<file path="src/rtl/pc_sequencer_if.sv">
// pc_sequencer_if: control and read bus of the fetch-stage PC sequencer.
// The master drives the control inputs and reads the PC/status outputs.
// The slave is the sequencer.
interface pc_sequencer_if #(
    parameter int WIDTH = 16
);
    logic             stall;
    logic             redirect_valid;
    logic [WIDTH-1:0] redirect_target;
    logic             call;
    logic             ret;
    logic             rd_en1;
    logic             rd_en2;
    logic [WIDTH-1:0] rd_data1;
    logic [WIDTH-1:0] rd_data2;
    logic [WIDTH-1:0] pc;
    logic [WIDTH-1:0] pc_seq;
    logic             pending;
    logic             ras_empty;
    logic             ras_full;
    logic             ras_underflow;
    logic             misalign;

    modport master (
        output stall, redirect_valid, redirect_target, call, ret, rd_en1, rd_en2,
        input  rd_data1, rd_data2, pc, pc_seq, pending, ras_empty, ras_full,
               ras_underflow, misalign
    );

    modport slave (
        input  stall, redirect_valid, redirect_target, call, ret, rd_en1, rd_en2,
        output rd_data1, rd_data2, pc, pc_seq, pending, ras_empty, ras_full,
               ras_underflow, misalign
    );
endinterface

</file>
<file path="src/rtl/pc_sequencer.sv">
// pc_sequencer: fetch-stage program counter with stall, stall-time redirect capture
// and a circular return-address stack.
// Define PC_ALIGN_CHECK_EN to force redirect targets to even addresses and flag misalignment.
module pc_sequencer #(
    parameter int               WIDTH     = 16,
    parameter logic [WIDTH-1:0] RESET_VEC = '0,
    parameter int               STEP      = 2,
    parameter int               RAS_DEPTH = 4
) (
    input logic           clk_i,
    input logic           rst_ni,
    pc_sequencer_if.slave bus
);
    localparam int PW = $clog2(RAS_DEPTH);
    localparam int CW = PW + 1;

    logic [WIDTH-1:0] pc_q, pc_d, ptgt_q, ptgt_d, pc_seq, tgt;
    logic [WIDTH-1:0] ras_q [RAS_DEPTH];
    logic [WIDTH-1:0] ras_d [RAS_DEPTH];
    logic [PW-1:0]    ptr_q, ptr_d, top;
    logic [CW-1:0]    cnt_q, cnt_d;
    logic             pend_q, pend_d, unf_q, unf_d, mis_q, mis_d, odd, full;

`ifdef PC_ALIGN_CHECK_EN
    assign tgt = {bus.redirect_target[WIDTH-1:1], 1'b0};
    assign odd = bus.redirect_target[0];
`else
    assign tgt = bus.redirect_target;
    assign odd = 1'b0;
`endif

    // ptr_q is the next free slot, so the top of stack sits just below it.
    assign pc_seq = pc_q + WIDTH'(STEP);
    assign top    = ptr_q - 1'b1;
    assign full   = cnt_q == CW'(RAS_DEPTH);

    assign bus.pc            = pc_q;
    assign bus.pc_seq        = pc_seq;
    assign bus.rd_data1      = bus.rd_en1 ? pc_q : '0;
    assign bus.rd_data2      = bus.rd_en2 ? pc_q : '0;
    assign bus.pending       = pend_q;
    assign bus.ras_empty     = cnt_q == '0;
    assign bus.ras_full      = full;
    assign bus.ras_underflow = unf_q;
    assign bus.misalign      = mis_q;

    // Next PC, pending capture and stack update, highest-priority source first.
    always_comb begin
        pc_d   = pc_q;
        ptgt_d = ptgt_q;
        pend_d = pend_q;
        ras_d  = ras_q;
        ptr_d  = ptr_q;
        cnt_d  = cnt_q;
        unf_d  = unf_q;
        mis_d  = mis_q | (bus.redirect_valid & odd);
        if (bus.stall) begin
            if (bus.redirect_valid) begin
                pend_d = 1'b1;
                ptgt_d = tgt;
            end
        end else if (bus.redirect_valid) begin
            pc_d   = tgt;
            pend_d = 1'b0;
            if (bus.call) begin
                if (bus.ret && cnt_q != '0) begin
                    ras_d[top] = pc_seq;
                end else begin
                    ras_d[ptr_q] = pc_seq;
                    ptr_d        = ptr_q + 1'b1;
                    cnt_d        = full ? cnt_q : cnt_q + 1'b1;
                end
            end
        end else if (pend_q) begin
            pc_d   = ptgt_q;
            pend_d = 1'b0;
        end else if (bus.ret) begin
            if (cnt_q == '0) begin
                pc_d  = pc_seq;
                unf_d = 1'b1;
            end else begin
                pc_d  = ras_q[top];
                ptr_d = top;
                cnt_d = cnt_q - 1'b1;
            end
        end else begin
            pc_d = pc_seq;
        end
    end

    // State registers; reset clears everything including stack contents and pending redirect.
    always_ff @(posedge clk_i or negedge rst_ni) begin
        if (!rst_ni) begin
            pc_q   <= RESET_VEC;
            ptgt_q <= '0;
            pend_q <= 1'b0;
            ras_q  <= '{default: '0};
            ptr_q  <= '0;
            cnt_q  <= '0;
            unf_q  <= 1'b0;
            mis_q  <= 1'b0;
        end else begin
            pc_q   <= pc_d;
            ptgt_q <= ptgt_d;
            pend_q <= pend_d;
            ras_q  <= ras_d;
            ptr_q  <= ptr_d;
            cnt_q  <= cnt_d;
            unf_q  <= unf_d;
            mis_q  <= mis_d;
        end
    end
endmodule

</file>
<file path="src/flat_wrapper.sv">
// flat-port wrapper written by rule: the top's interface ports become plain ports
module pc_sequencer_flat 
#(
    parameter int               WIDTH     = 16,
    parameter logic [WIDTH-1:0] RESET_VEC = '0,
    parameter int               STEP      = 2,
    parameter int               RAS_DEPTH = 4
)
  (clk_i, rst_ni, bus_stall, bus_redirect_valid, bus_redirect_target, bus_call, bus_ret, bus_rd_en1, bus_rd_en2, bus_rd_data1, bus_rd_data2, bus_pc, bus_pc_seq, bus_pending, bus_ras_empty, bus_ras_full, bus_ras_underflow, bus_misalign);
  pc_sequencer_if #(.WIDTH(WIDTH)) bus_i ();
  input logic clk_i;
  input logic rst_ni;
  input wire logic [$bits(bus_i.stall)-1:0] bus_stall;
  input wire logic [$bits(bus_i.redirect_valid)-1:0] bus_redirect_valid;
  input wire logic [$bits(bus_i.redirect_target)-1:0] bus_redirect_target;
  input wire logic [$bits(bus_i.call)-1:0] bus_call;
  input wire logic [$bits(bus_i.ret)-1:0] bus_ret;
  input wire logic [$bits(bus_i.rd_en1)-1:0] bus_rd_en1;
  input wire logic [$bits(bus_i.rd_en2)-1:0] bus_rd_en2;
  output wire logic [$bits(bus_i.rd_data1)-1:0] bus_rd_data1;
  output wire logic [$bits(bus_i.rd_data2)-1:0] bus_rd_data2;
  output wire logic [$bits(bus_i.pc)-1:0] bus_pc;
  output wire logic [$bits(bus_i.pc_seq)-1:0] bus_pc_seq;
  output wire logic [$bits(bus_i.pending)-1:0] bus_pending;
  output wire logic [$bits(bus_i.ras_empty)-1:0] bus_ras_empty;
  output wire logic [$bits(bus_i.ras_full)-1:0] bus_ras_full;
  output wire logic [$bits(bus_i.ras_underflow)-1:0] bus_ras_underflow;
  output wire logic [$bits(bus_i.misalign)-1:0] bus_misalign;
  assign bus_i.stall = bus_stall;
  assign bus_i.redirect_valid = bus_redirect_valid;
  assign bus_i.redirect_target = bus_redirect_target;
  assign bus_i.call = bus_call;
  assign bus_i.ret = bus_ret;
  assign bus_i.rd_en1 = bus_rd_en1;
  assign bus_i.rd_en2 = bus_rd_en2;
  assign bus_rd_data1 = bus_i.rd_data1;
  assign bus_rd_data2 = bus_i.rd_data2;
  assign bus_pc = bus_i.pc;
  assign bus_pc_seq = bus_i.pc_seq;
  assign bus_pending = bus_i.pending;
  assign bus_ras_empty = bus_i.ras_empty;
  assign bus_ras_full = bus_i.ras_full;
  assign bus_ras_underflow = bus_i.ras_underflow;
  assign bus_misalign = bus_i.misalign;
  pc_sequencer #(.WIDTH(WIDTH), .RESET_VEC(RESET_VEC), .STEP(STEP), .RAS_DEPTH(RAS_DEPTH)) u_core (.clk_i(clk_i), .rst_ni(rst_ni), .bus(bus_i));
endmodule
</file>
<file path="config.mk">
export PLATFORM = sky130hd
export DESIGN_NAME = pc_sequencer_flat
export DESIGN_NICKNAME = d
export VERILOG_FILES = /design/src/rtl/pc_sequencer_if.sv /design/src/rtl/pc_sequencer.sv /design/src/flat_wrapper.sv
export SDC_FILE = /design/constraint.sdc
export NUM_CORES = 1
export LEC_CHECK = 0
export CORE_MARGIN = 2
export CORE_UTILIZATION = 55
export DETAILED_ROUTE_END_ITERATION = 12
export PLACE_DENSITY = 0.94
export SYNTH_ARGS = -nofsm -noshare
export SYNTH_HDL_FRONTEND = slang
export SYNTH_SLANG_ARGS = --single-unit
</file>
<file path="constraint.sdc">
create_clock -name clk_i -period 7.24 [get_ports clk_i]
set_input_delay 1.448 -clock clk_i [delete_from_list [all_inputs] [get_ports clk_i]]
set_output_delay 1.448 -clock clk_i [all_outputs]
set_load 0.005 [all_outputs]
</file>
; ---- Word level (Yosys, flattened, before mapping)
; Index checks and enable logic that the tools add are counted.
[word_totals]
regBits = 103
inputBits = 24
output_inout_bits = 69
wordCells = 73
[classes]
n_reduce_logical = 11
bitwise = 5
n_lt_le_gt_ge = 4
eq_ne = 7
mux = 31
add_sub_neg = 5
[ops]
columns = op, n
row1 = $mux 16, 10
row2 = $bwmux 64, 2
row3 = $demux 16 s2, 2
row4 = $mux 64, 1
row5 = $bmux 16 s2, 1
row6 = $mux 3, 7
row7 = $add 16x2->16 const B, 1
row8 = $mux 2, 6
row9 = $ne 2x2->1 const B, 4
row10 = $reduce_and 7->1, 1
row11 = $ge 3x3->1 const B, 2
row12 = $lt 3x1->1 const B, 2
row13 = $not 2->3, 2
row14 = $reduce_and 6->1, 1
row15 = $reduce_and 5->1, 1
row16 = $ne 2x1->1 const B, 2
row17 = $add 3x1->3 const B, 1
row18 = $eq 3x3->1 const B, 1
row19 = $logic_and 1x1->1, 3
row20 = $logic_not 3->1, 1
row21 = $not 1->1, 3
row22 = $reduce_and 3->1, 1
row23 = $reduce_bool 3->1, 1
row24 = $sub 3x1->3 const B, 1
row25 = other kinds (5), 6

; ---- Depth between registers and ports, before layout
[depth]
depth_word = 9
ltp_mapped = 10
mapped_depth_nobuf = 7

; ---- Worst setup path before layout
; No wires, ideal clock.
[synth_timing]
kind = input to output
start = input port bus_rd_en1
end = output port bus_rd_data1[5]
n_path_buf = 1
stages = 2
t_arrival_ns = 1.789
path_slack_ns = 4.003
required_time_ns = 5.792
cell_sequence = clkbuf_1 > and2_2
[synth_via]
elab_chain_len = 1
[synth_rtl]
columns = element, line
row1 = start: declaration, flat_wrapper.sv:18  ; input wire logic [$bits(bus_i.rd_en1)-1:0] bus_rd_en1;
row2 = $mux 16, pc_sequencer.sv:39  ; assign bus.rd_data1 = bus.rd_en1 ? pc_q : '0;
row3 = end: declaration, flat_wrapper.sv:20  ; output wire logic [$bits(bus_i.rd_data1)-1:0] bus_rd_data1;
; No other way between the ends.

; ---- Final worst setup path
[layout_timing]
start = input port bus_rd_en2
end = output port bus_rd_data2[5]
[layout_via]
elab_chain_len = 1
[layout_rtl]
columns = element, line
row1 = start: declaration, flat_wrapper.sv:19  ; input wire logic [$bits(bus_i.rd_en2)-1:0] bus_rd_en2;
row2 = $mux 16, pc_sequencer.sv:40  ; assign bus.rd_data2 = bus.rd_en2 ? pc_q : '0;
row3 = end: declaration, flat_wrapper.sv:21  ; output wire logic [$bits(bus_i.rd_data2)-1:0] bus_rd_data2;
; No other way between the ends.

==> results.toml <==
[routing]
drc_errors = 0
route.vias.total = 4344
first_pass_iters = 5
ant_nets = 0
routed_wirelength_mm = 13.9
wl_per_cell_um = 19.3
drt_iter0_drc = 275
vias_per_cell = 6.03

[critical_path]
worstPathArrival_ns = 2.91
critPathKind = "input port to output pin"
rr_worst_depth = 8
r2r-start = "u_core.ptr_q[0]"
reg2reg_to = "u_core.bus.pc[1]"
cp_max_fo = 16
end_kind = "output pin"
critPathLaunchType = "input port"
crit_end = "bus_rd_data2[5]"
startpoint = "bus_rd_en2"
worstPathRequired_ns = 5.79
rrSetupSlack_ns = 4.09

[global_route]
grt_pass1_vias = 4282
grt_pass1_wl_mm = 21.7
grtUsageTotal_pct = 27.0
antenna_found_initial = 0
grt_overflow = 0
grt_max_degree = 55

[die]
core_um2 = 9640
die_width_um = 103
die_h_um = 103
start_util_pct = 56.0
ios = 93
rows = 36
dieArea_um2 = 10600

[cells_and_area]
area_delta_synth_final_pct = 21.3
nets = 615
final_cell_mix = "dfrtp_1 (103), clkdlybuf4s50_1 (90), nor2_1 (70)"
drive_above_1_share_pct = 14.8
final_common_cell = "dfrtp_1"
num_antenna_cells = 0

[synth]
seq_area_frac_synth_pct = 47.7
yosysTopAreaCell = "dfrtp_1"
synth_fp_nets = 541
netlist_instances = 508
netlist.area_leader.share_pct = 47.7
synth_cell_type_count = 53
syn-mean-instance-area_um2 = 10.6
synth_edf_count = 0
syn_area_um2 = 5400
yosysWarnings = 0
synth_area_leaders = "dfrtp_1 (48%), mux4_2 (6.3%), mux2_2 (6.0%)"
synth_ff_type = "dfrtp_1"
synthArstFlopShare_pct = 100
ys_ff_latch = 103

[timing]
slew-limit-headroom_pct = 30.1
slew_violations = 0
period_minus_slack_ns = 4.36
tns_ns = 0
fmax_ghz = 0.229
worst_pin_slew_ns = 1.04
rsz0062_at_grt = "no"
hold_viol = 0
finClkSkew_ns = 0.0121
fin_crit_sh_pct = 60.2
setup_viol = 0

[hold_path]
hp-class = "flip-flop to flip-flop"
min_from = "u_core.ras_q[17]"

[place]
dp_hpwl_mm = 9.81
port_buffers = 91
place.gp.congestion = 0.817

[status]
status = "finished clean"

[cts]
cts_buffers = 9
h-tree-depth = 3
cts_resized = 0
cts_sinks = 103
clk_path_buf_depth = 2
cts_tree = "built"
clockRootBuffer = "clkbuf_8"
clk_pin_slew_ns = 0.09
cts_hold_buf = 0
postCtsSetupBuffers = 0
clk_latency_ns = 0.39

[run]
maxCapViolCount = 0

[pwr]
power_w = 0.00245
p_per_area_nw_per_um2 = 374
ir_worst_vdd_mv = 0.161
p_leak_nw = 2.69
layer usage:
metal / vias to the layer above / routed length (um) / global-route usage [%]
li1: 1917 / - / -
met1: 2162 / 5440 / 34.3
met2: 222 / 7010 / 45.6
met3: 43 / 1080 / 5.02
met4: 0 / 389 / 11.4
met5: - / 0 / 0
logic make-up after synthesis:
family / after synthesis / share of synthesized area, %
DFF: 103 / 47.7
buffers and inverters: 56 / 5.26
muxes: 50 / 13.7
adders and majority gates: 9 / 2.22
and+or+nand+nor: 163 / 14.9
other: 1 / 0.0694
AOI/OAI and AO/OA: 109 / 12.9
xor gates and xnor gates: 17 / 3.24
cells in the mapped netlist, drive strengths merged, types with 3 or more instances:
cell / count
o21ai: 9
a221oi: 6
mux4: 16
nand2b: 4
a21oi: 65
nor3: 11
nand4: 5
o211ai: 4
xnor2: 12
ha: 8
inv: 20
mux2i: 5
xor2: 5
nand2: 19
buf: 19
nor2b: 3
clkbuf: 17
a2bb2oi: 5
dfrtp: 103
nor2: 70
nand3: 10
and2: 33
mux2: 29
a221o: 5
metrics by stage:
stage,area (um^2),hold slack (ns),utilization (%),setup WS (ns),cells
global placement,6350,0.453,65.8,2.92,704
CTS,6550,0.507,68.0,2.88,720
global route,6550,0.532,68.0,2.82,720
detailed placement,6350,0.485,65.8,2.89,704
floorplan,5400,0.460,-,4.00,508
finish,6550,0.511,68.0,2.88,720
sequential cells by signal, summed over array words and instances (netlist names):
register	flops
u_core.ras_q	64
u_core.bus.pc	16
u_core.ptgt_q	16
u_core.cnt_q	3
u_core.ptr_q	2
u_core.bus.pending	1
u_core.bus.ras_underflow	1
layout make-up:
type                            instances  area (um^2)
Inverter                               20         75.1
Multi-Input combinational cell        349         2560
Fill cell                             672         3090
Clock buffer                           10          138
Sequential cell                       103         2580
Clock inverter                          6         68.8
Timing Repair Buffer                   99          968
Tap cell                              133          166
power breakdown:
part | internal (W) | switching [W]
clock | 0.000171 | 0.000207
sequential | 0.000808 | 0.000184
combinational | 0.000568 | 0.000510
total | 0.00155 | 0.000901
worst min-delay path by stage:
stage                                to  cells past startpoint
6_report               u_core.ras_q[17]                      1
5_1_grt                u_core.ras_q[49]                      1
4_1_cts        u_core.bus.ras_underflow                      1
3_5_place_dp   u_core.bus.ras_underflow                      1
3_3_place_gp   u_core.bus.ras_underflow                      1
2_1_floorplan  u_core.bus.ras_underflow                      1
worst max-delay path: stages:
cell and delay (ns):
clkdlybuf4s50_1 0.75, and2_2 0.22, clkdlybuf4s50_1 0.49
(Power assumes the default switching activity.)
